<file path="src/rtl/vga_plot_arbiter_if.sv">
// Plot-port bus between three drawing requesters and the arbiter.
// Compile-time option for the arbiter: VGA_ARB_WATCHDOG_EN.
// Signals:
//   req, done, pplot : per-requester request, end-of-drawing pulse, plot strobe (bit i = requester i)
//   px, py, pcolour  : per-requester pixel payload, requester i on slice i
//   gnt              : one-hot grant back to the requesters
//   x, y, colour     : registered pixel toward the vga_adapter
//   writeEn          : registered plot strobe toward the vga_adapter
//   busy, wd_fire    : ownership flag and watchdog revoke pulse
// Modports: master = requester side, slave = arbiter side.
interface vga_plot_arbiter_if;
    localparam int unsigned N_REQ = 3;
    localparam int unsigned X_W   = 8;
    localparam int unsigned Y_W   = 7;
    localparam int unsigned C_W   = 3;

    logic [N_REQ-1:0]     req;
    logic [N_REQ-1:0]     done;
    logic [N_REQ*X_W-1:0] px;
    logic [N_REQ*Y_W-1:0] py;
    logic [N_REQ*C_W-1:0] pcolour;
    logic [N_REQ-1:0]     pplot;
    logic [N_REQ-1:0]     gnt;
    logic [X_W-1:0]       x;
    logic [Y_W-1:0]       y;
    logic [C_W-1:0]       colour;
    logic                 writeEn;
    logic                 busy;
    logic                 wd_fire;

    modport master (
        output req, done, px, py, pcolour, pplot,
        input  gnt, x, y, colour, writeEn, busy, wd_fire
    );

    modport slave (
        input  req, done, px, py, pcolour, pplot,
        output gnt, x, y, colour, writeEn, busy, wd_fire
    );
endinterface

</file>
<file path="src/rtl/vga_plot_arbiter.sv">
// Round-robin arbiter sharing one vga_adapter plot port among three requesters.
// Optional feature macro: VGA_ARB_WATCHDOG_EN (revokes a grant held WD_LIMIT cycles).
// Ports:
//   fastclock : clock, all state updates on its rising edge
//   resetn    : asynchronous active-low reset
//   bus       : vga_plot_arbiter_if.slave (requests/payloads in, grant/pixel/status out)
// Parameters:
//   WD_LIMIT  : watchdog ownership limit in cycles (12-bit counter)
module vga_plot_arbiter #(
    parameter int unsigned WD_LIMIT = 4095
) (
    input  logic                 fastclock,
    input  logic                 resetn,
    vga_plot_arbiter_if.slave    bus
);
    localparam int unsigned N_REQ = 3;
    localparam int unsigned IDX_W = 2;
    localparam int unsigned X_W   = 8;
    localparam int unsigned Y_W   = 7;
    localparam int unsigned C_W   = 3;
    localparam int unsigned CNT_W = 12;

    // The owner counter is 12 bits wide, so the limit must fit in it.
    if (WD_LIMIT > 32'd4095) begin : g_wd_limit_chk
        $error("WD_LIMIT must fit the 12-bit owner counter");
    end

    typedef enum logic [1:0] {
        S_IDLE    = 2'd0,
        S_OWN     = 2'd1,
        S_RELEASE = 2'd2
    } state_t;

    state_t             state_q, state_d;
    logic [N_REQ-1:0]   gnt_q, gnt_d;
    logic [IDX_W-1:0]   owner_q, owner_d;
    logic [IDX_W-1:0]   last_q, last_d;
    logic [X_W-1:0]     x_q, x_d;
    logic [Y_W-1:0]     y_q, y_d;
    logic [C_W-1:0]     colour_q, colour_d;
    logic               we_q, we_d;
    logic               busy_q, busy_d;
`ifdef VGA_ARB_WATCHDOG_EN
    logic [CNT_W-1:0]   cnt_q, cnt_d;
    logic               wd_fire_q, wd_fire_d;
`endif

    logic               win_valid;
    logic [IDX_W-1:0]   win_idx;
    logic [X_W-1:0]     own_x;
    logic [Y_W-1:0]     own_y;
    logic [C_W-1:0]     own_colour;
    logic               own_req;
    logic               own_done;
    logic               own_plot;
    logic               hand_back;

    // Round-robin pick: search last_owner+1, +2, +3 (mod 3); the nearest hit wins.
    always_comb begin
        int               pos;
        logic [IDX_W-1:0] cand;
        win_valid = 1'b0;
        win_idx   = '0;
        pos       = 0;
        cand      = '0;
        for (int k = 3; k >= 1; k--) begin
            pos  = (int'(last_q) + k) % 3;
            cand = IDX_W'(pos);
            if (bus.req[cand]) begin
                win_valid = 1'b1;
                win_idx   = cand;
            end
        end
    end

    // Owner's payload slice and control bits; everything from non-owners is ignored.
    always_comb begin
        case (owner_q)
            2'd0: begin
                own_x      = bus.px[7:0];
                own_y      = bus.py[6:0];
                own_colour = bus.pcolour[2:0];
            end
            2'd1: begin
                own_x      = bus.px[15:8];
                own_y      = bus.py[13:7];
                own_colour = bus.pcolour[5:3];
            end
            default: begin
                own_x      = bus.px[23:16];
                own_y      = bus.py[20:14];
                own_colour = bus.pcolour[8:6];
            end
        endcase
        own_req   = bus.req[owner_q];
        own_done  = bus.done[owner_q];
        own_plot  = bus.pplot[owner_q];
        hand_back = own_done || !own_req;
    end

    // Next-state and registered-output logic.
    always_comb begin
        state_d  = state_q;
        gnt_d    = gnt_q;
        owner_d  = owner_q;
        last_d   = last_q;
        x_d      = x_q;
        y_d      = y_q;
        colour_d = colour_q;
        we_d     = 1'b0;
        busy_d   = 1'b0;
`ifdef VGA_ARB_WATCHDOG_EN
        cnt_d     = cnt_q;
        wd_fire_d = 1'b0;
`endif
        case (state_q)
            S_IDLE: begin
                if (win_valid) begin
                    state_d = S_OWN;
                    gnt_d   = N_REQ'(3'b001 << win_idx);
                    owner_d = win_idx;
                    busy_d  = 1'b1;
`ifdef VGA_ARB_WATCHDOG_EN
                    cnt_d   = '0;
`endif
                end
            end
            S_OWN: begin
                busy_d = 1'b1;
                // The owner's plot is forwarded even in the cycle it hands back.
                we_d   = own_plot;
                if (own_plot) begin
                    x_d      = own_x;
                    y_d      = own_y;
                    colour_d = own_colour;
                end
                if (hand_back) begin
                    state_d = S_RELEASE;
                    busy_d  = 1'b0;
                end
`ifdef VGA_ARB_WATCHDOG_EN
                cnt_d = cnt_q + CNT_W'(1);
                // done/req-drop wins over the watchdog in the same cycle.
                if (!hand_back && (cnt_d == CNT_W'(WD_LIMIT))) begin
                    state_d   = S_RELEASE;
                    busy_d    = 1'b0;
                    wd_fire_d = 1'b1;
                end
`endif
            end
            S_RELEASE: begin
                // Grant drops here, leaving one dead IDLE cycle before the next grant.
                state_d = S_IDLE;
                gnt_d   = '0;
                last_d  = owner_q;
            end
            default: begin
                state_d = S_IDLE;
                gnt_d   = '0;
            end
        endcase
    end

    // State and output registers.
    always_ff @(posedge fastclock or negedge resetn) begin
        if (!resetn) begin
            state_q   <= S_IDLE;
            gnt_q     <= '0;
            owner_q   <= '0;
            last_q    <= IDX_W'(2);
            x_q       <= '0;
            y_q       <= '0;
            colour_q  <= '0;
            we_q      <= 1'b0;
            busy_q    <= 1'b0;
`ifdef VGA_ARB_WATCHDOG_EN
            cnt_q     <= '0;
            wd_fire_q <= 1'b0;
`endif
        end else begin
            state_q   <= state_d;
            gnt_q     <= gnt_d;
            owner_q   <= owner_d;
            last_q    <= last_d;
            x_q       <= x_d;
            y_q       <= y_d;
            colour_q  <= colour_d;
            we_q      <= we_d;
            busy_q    <= busy_d;
`ifdef VGA_ARB_WATCHDOG_EN
            cnt_q     <= cnt_d;
            wd_fire_q <= wd_fire_d;
`endif
        end
    end

    assign bus.gnt     = gnt_q;
    assign bus.x       = x_q;
    assign bus.y       = y_q;
    assign bus.colour  = colour_q;
    assign bus.writeEn = we_q;
    assign bus.busy    = busy_q;
`ifdef VGA_ARB_WATCHDOG_EN
    assign bus.wd_fire = wd_fire_q;
`else
    assign bus.wd_fire = 1'b0;
`endif

endmodule

</file>
<file path="src/flat_wrapper.sv">
// flat-port wrapper written by rule: the top's interface ports become plain ports
module vga_plot_arbiter_flat 
#(
    parameter int unsigned WD_LIMIT = 4095
)
  (fastclock, resetn, bus_req, bus_done, bus_px, bus_py, bus_pcolour, bus_pplot, bus_gnt, bus_x, bus_y, bus_colour, bus_writeEn, bus_busy, bus_wd_fire);
  vga_plot_arbiter_if bus_i ();
  input  logic fastclock;
  input  logic resetn;
  input wire logic [$bits(bus_i.req)-1:0] bus_req;
  input wire logic [$bits(bus_i.done)-1:0] bus_done;
  input wire logic [$bits(bus_i.px)-1:0] bus_px;
  input wire logic [$bits(bus_i.py)-1:0] bus_py;
  input wire logic [$bits(bus_i.pcolour)-1:0] bus_pcolour;
  input wire logic [$bits(bus_i.pplot)-1:0] bus_pplot;
  output wire logic [$bits(bus_i.gnt)-1:0] bus_gnt;
  output wire logic [$bits(bus_i.x)-1:0] bus_x;
  output wire logic [$bits(bus_i.y)-1:0] bus_y;
  output wire logic [$bits(bus_i.colour)-1:0] bus_colour;
  output wire logic [$bits(bus_i.writeEn)-1:0] bus_writeEn;
  output wire logic [$bits(bus_i.busy)-1:0] bus_busy;
  output wire logic [$bits(bus_i.wd_fire)-1:0] bus_wd_fire;
  assign bus_i.req = bus_req;
  assign bus_i.done = bus_done;
  assign bus_i.px = bus_px;
  assign bus_i.py = bus_py;
  assign bus_i.pcolour = bus_pcolour;
  assign bus_i.pplot = bus_pplot;
  assign bus_gnt = bus_i.gnt;
  assign bus_x = bus_i.x;
  assign bus_y = bus_i.y;
  assign bus_colour = bus_i.colour;
  assign bus_writeEn = bus_i.writeEn;
  assign bus_busy = bus_i.busy;
  assign bus_wd_fire = bus_i.wd_fire;
  vga_plot_arbiter #(.WD_LIMIT(WD_LIMIT)) u_core (.fastclock(fastclock), .resetn(resetn), .bus(bus_i));
endmodule
</file>
<file path="config.mk">
export PLATFORM = sky130hd
export DESIGN_NAME = vga_plot_arbiter_flat
export DESIGN_NICKNAME = d
export VERILOG_FILES = /design/src/rtl/vga_plot_arbiter_if.sv /design/src/rtl/vga_plot_arbiter.sv /design/src/flat_wrapper.sv
export SDC_FILE = /design/constraint.sdc
export NUM_CORES = 1
export LEC_CHECK = 0
export CAP_MARGIN = 40
export CORE_ASPECT_RATIO = 2
export CORE_MARGIN = 8
export CORE_UTILIZATION = 40
export DETAILED_ROUTE_END_ITERATION = 10
export HOLD_SLACK_MARGIN = 0.08
export PLACE_DENSITY = 0.91
export SYNTH_ARGS = -nofsm -noshare
export SYNTH_HDL_FRONTEND = slang
export SYNTH_SLANG_ARGS = --single-unit
</file>
<file path="constraint.sdc">
create_clock -name fastclock -period 2.3 [get_ports fastclock]
set_clock_uncertainty 0.1 [all_clocks]
set_input_delay 0.46 -clock fastclock [delete_from_list [all_inputs] [get_ports fastclock]]
set_output_delay 0.46 -clock fastclock [all_outputs]
set_load 0.01 [all_outputs]
</file>
==> impl_metrics.env, run 1 <==
export IMPL_power_density_nw_per_um2=1150
export IMPL_grt_first_pass_wirelength_um=8540
export IMPL_syn_inst=196
export IMPL_dp_cells=332
export IMPL_viasPerCell=5.04
export IMPL_synth_top_family_by_area="compound AO/OA/AOI/OAI gates"
export IMPL_clock_root_buffer="clkbuf_8"
export IMPL_seq_area_um2=727
export IMPL_start_util=0.411
export IMPL_fin_crit_sh=0.956
export IMPL_grt_pass1_vias=1864
export IMPL_hold_end="u_core.bus.x[6]$_DFFE_PN0P_"
export IMPL_htreeDepth=2
export IMPL_synth_top_area_cell="dfrtp_1"
export IMPL_path_cells="ha_2, nand2b_1, o211a_1, a31o_4, nor2_4, mux2_4"
export IMPL_finalHoldViolCount=0
export IMPL_clk_latency_ns=0.27
export IMPL_vdd_ir_drop_worst_mv=0.646
export IMPL_slowest_delay_ns=0.55
export IMPL_dp_slack_ns=-0.0494
export IMPL_critPathArrivalTime_ns=2.25
export IMPL_grt_max_degree=38
export IMPL_num_vias=1712
export IMPL_routed_wl_um=5240
export IMPL_p_leak_nw=1.22
export IMPL_grt_use_total=0.154
export IMPL_layoutNonFillerInstCount=340
export IMPL_io_buffers=87
export IMPL_antenna_found_initial=0
export IMPL_r2r_end="u_core.owner_q[0]$_DFFE_PN0P_"
export IMPL_cts_buffer_depth=2
export IMPL_die_h_um=110
export IMPL_ys_seq_elements=29
export IMPL_critPathRequiredTime_ns=2.35
export IMPL_min_from="u_core.bus.x[6]$_DFFE_PN0P_"
export IMPL_dr_pass1_iters=4
export IMPL_outcome="finished, final reports clean"
export IMPL_synth_compound_area_frac=0.193
export IMPL_endpoint_kind="flip-flop"
export IMPL_fmaxAchievable_ghz=0.455
export IMPL_drive_above_1_share=0.0874
export IMPL_drc=0
export IMPL_synth_nets=265
export IMPL_synth_area_mux_share=0.146
export IMPL_crit_type="flip-flop to flip-flop"
export IMPL_ff2ff_path_depth=6
export IMPL_setup_viol=0
export IMPL_syn2layout_area_growth_pct=58.7
export IMPL_yosys_area_top_type_share=0.397
export IMPL_antenna_left=0
export IMPL_synth_cell_type_count=40
export IMPL_wire_per_inst_um=15.4
export IMPL_hold_path_depth=2
export IMPL_rsz0062_at_grt="no"
export IMPL_place_congestion=0.851
export IMPL_core_region_area_um2=4300
export IMPL_regToRegStartpoint="u_core.last_q[1]$_DFFE_PN1N_"
export IMPL_place_hpwl_um=4210
export IMPL_max_cap_violations=0
export IMPL_r2r_slack_ns=0.10
export IMPL_yosysSeqAreaShare=0.412
export IMPL_ys_warnings_count=0
export IMPL_cts_tree="done"
export IMPL_finalCriticalPeriod_ns=2.20
export IMPL_nets=354
export IMPL_num_rows=34
export IMPL_grt_ovfl_total=0
export IMPL_synth_xor_area_frac=0
export IMPL_multi_input_area_um2=971
export IMPL_start_kind="flip-flop"
export IMPL_hold_path_class="flip-flop to flip-flop"
export IMPL_syn_area_um2=1770
export IMPL_hold_buffers=0
export IMPL_n_fill_cell=378
export IMPL_dieWidth_um=63.0
export IMPL_cts_sinks=29
export IMPL_synth_area_top_cells="dfrtp_1 40%, mux2i_1 12%, a21oi_1 6.0%"
export IMPL_critPathMaxFanout=9
export IMPL_slowest_stage="dfstp_2"
export IMPL_slew_violations=0
export IMPL_synth_simple_area_share=0.176
export IMPL_path_clk_slew_ns=0.06
export IMPL_finish_utilization=0.652
export IMPL_die_area_um2=6920
export IMPL_ioPinCount=89
export IMPL_syn_avg_cell_area_um2=9.01
export IMPL_setup_ws_ns=0.101
export IMPL_drt_initial_drc_count=41
export IMPL_cts_inserted_buffers=5
export IMPL_synth_adder_area_share=0.0283
export IMPL_num_antenna_cells=0
==> synthesized netlist by cell type <==
master     count
ha_1           4
mux2i_1       22
o31ai_1        1
a21oi_2        1
o211a_1        1
and3b_1        1
o311a_1        1
nor2b_1        4
nor3_1         1
a21oi_1       21
a211o_1        2
buf_6          1
or3b_1         1
dfrtp_1       28
nand2b_1       4
nor2_1        23
nand2_1       23
o21ai_1        1
nand3_1        1
conb_1         1
or2_0          2
or2b_1         1
inv_1          3
a31o_4         1
and2_1         1
a211oi_2       1
clkbuf_1       4
nor2_2         1
mux2_2         2
o31ai_2        1
or2_1          2
dfstp_2        1
buf_4          1
buf_2          6
o21ai_0       18
nand3b_1       2
mux2_4         1
a2111oi_1      1
a21o_1         3
a31oi_1        2
==> repair_timing <==
| action | in CTS | in global routing |
|---|---|---|
| endpoints found under the setup margin | 0 | 1 |
| hold endpoints to repair | 0 | 0 |
| buffers inserted | 0 | 0 |
| resized for setup | 0 | 2 |
==> worst max-delay path by stage <==
stage	startpoint	endpoint	slack [ns]	cells after the start
floorplan	u_core.last_q[1]$_DFFE_PN1N_	u_core.owner_q[0]$_DFFE_PN0P_	0.19	6
global placement	bus_req[0]	u_core.owner_q[0]$_DFFE_PN0P_	-0.008	6
detailed placement	bus_req[0]	u_core.owner_q[0]$_DFFE_PN0P_	-0.05	6
CTS	u_core.last_q[0]$_DFFE_PN0N_	u_core.owner_q[0]$_DFFE_PN0P_	0.05	7
global route	u_core.last_q[1]$_DFFE_PN1N_	u_core.owner_q[0]$_DFFE_PN0P_	0.02	6
finish	u_core.last_q[1]$_DFFE_PN1N_	u_core.owner_q[0]$_DFFE_PN0P_	0.10	6
==> through the flow <==
step | hold slack (ns) | TNS (ns) | area (um2) | total power, mW
floorplan | 0.0644 | 0 | 1770 | 2.06
global placement | 0.362 | -0.00806 | 2690 | 2.73
detailed placement | 0.371 | -0.0494 | 2690 | 2.80
CTS | 0.385 | 0 | 2790 | 3.27
global route | 0.408 | 0 | 2800 | 3.53
finish | 0.379 | 0 | 2800 | 3.23
==> logic make-up (layout without fill, tap and decap cells) <==
family	after synthesis	count (layout)
buffers and inverters	15	105
multiplexers	25	25
AO/OA/AOI/OAI	55	55
flip-flops	29	29
adder cells (fa/ha/maj)	4	4
other	1	1
AND/OR/NAND/NOR	67	67
==> critical path, delay by kind of cell, from the launching register on <==
family	cells	cell delay, ns
adders and majority gates	1	0.32
and+or+nand+nor	2	0.29
muxes	1	0.30
AOI/OAI and AO/OA	2	0.53
DFF	1	0.55
==> placed cells by master, fill, tap and decap left out, types with 2 or more instances in the layout <==
master,count
nand2_1,23
inv_1,3
nor2b_1,4
dfrtp_1,28
a21oi_1,21
a31oi_1,2
a211o_1,2
clkbuf_8,7
nand2b_1,4
clkdlybuf4s50_1,87
or2_1,2
nand3b_1,2
mux2_2,2
buf_4,7
ha_1,3
a21o_1,3
mux2i_1,22
o21ai_0,18
or2_0,2
nor2_1,23
==> state kept, by name (all words and copies together), names as in the netlist <==
register / count
u_core.owner_q: 2
u_core.bus.y: 7
u_core.bus.gnt: 3
u_core.last_q: 2
u_core.bus.writeEn: 1
u_core.bus.colour: 3
u_core.bus.x: 8
u_core.state_q: 2
u_core.bus.busy: 1
==> power by group <==
| part | switching (mW) | internal [mW] |
|---|---|---|
| clock network | 0.177 | 0.270 |
| registers | 0.158 | 0.746 |
| logic | 0.909 | 0.975 |
==> area by class of cell <==
class / count / share of cell area
inverter: 3 / 0.00402
timing repair buffer: 94 / 0.330
tap: 54 / 0.0241
clock buffer: 7 / 0.0344
sequential: 29 / 0.259
clock inverter: 1 / 0.00179
multi-input combinational: 152 / 0.347
==> per-layer routing <==
metal | part of all wire | up-vias | track usage
met5 | 0 | - | 0
met4 | 0.017 | 0 | 0.0739
met3 | 0.056 | 8 | 0.0449
met2 | 0.57 | 53 | 0.294
met1 | 0.36 | 799 | 0.145
li1 | - | 852 | -
No activity file was read; power rests on OpenSTA's default activity.
==> run 2, diff against run 1 <==
--- a/config.mk
+++ b/config.mk
@@ -5,6 +5,7 @@
 export SDC_FILE = /design/constraint.sdc
 export NUM_CORES = 1
 export LEC_CHECK = 0
+export ABC_CLOCK_PERIOD_IN_PS = 2300
 export CAP_MARGIN = 40
 export CORE_ASPECT_RATIO = 2
 export CORE_MARGIN = 8
==> results of run 2 <==
No change in the layout: final DEF, timing and power equal those of run 1.
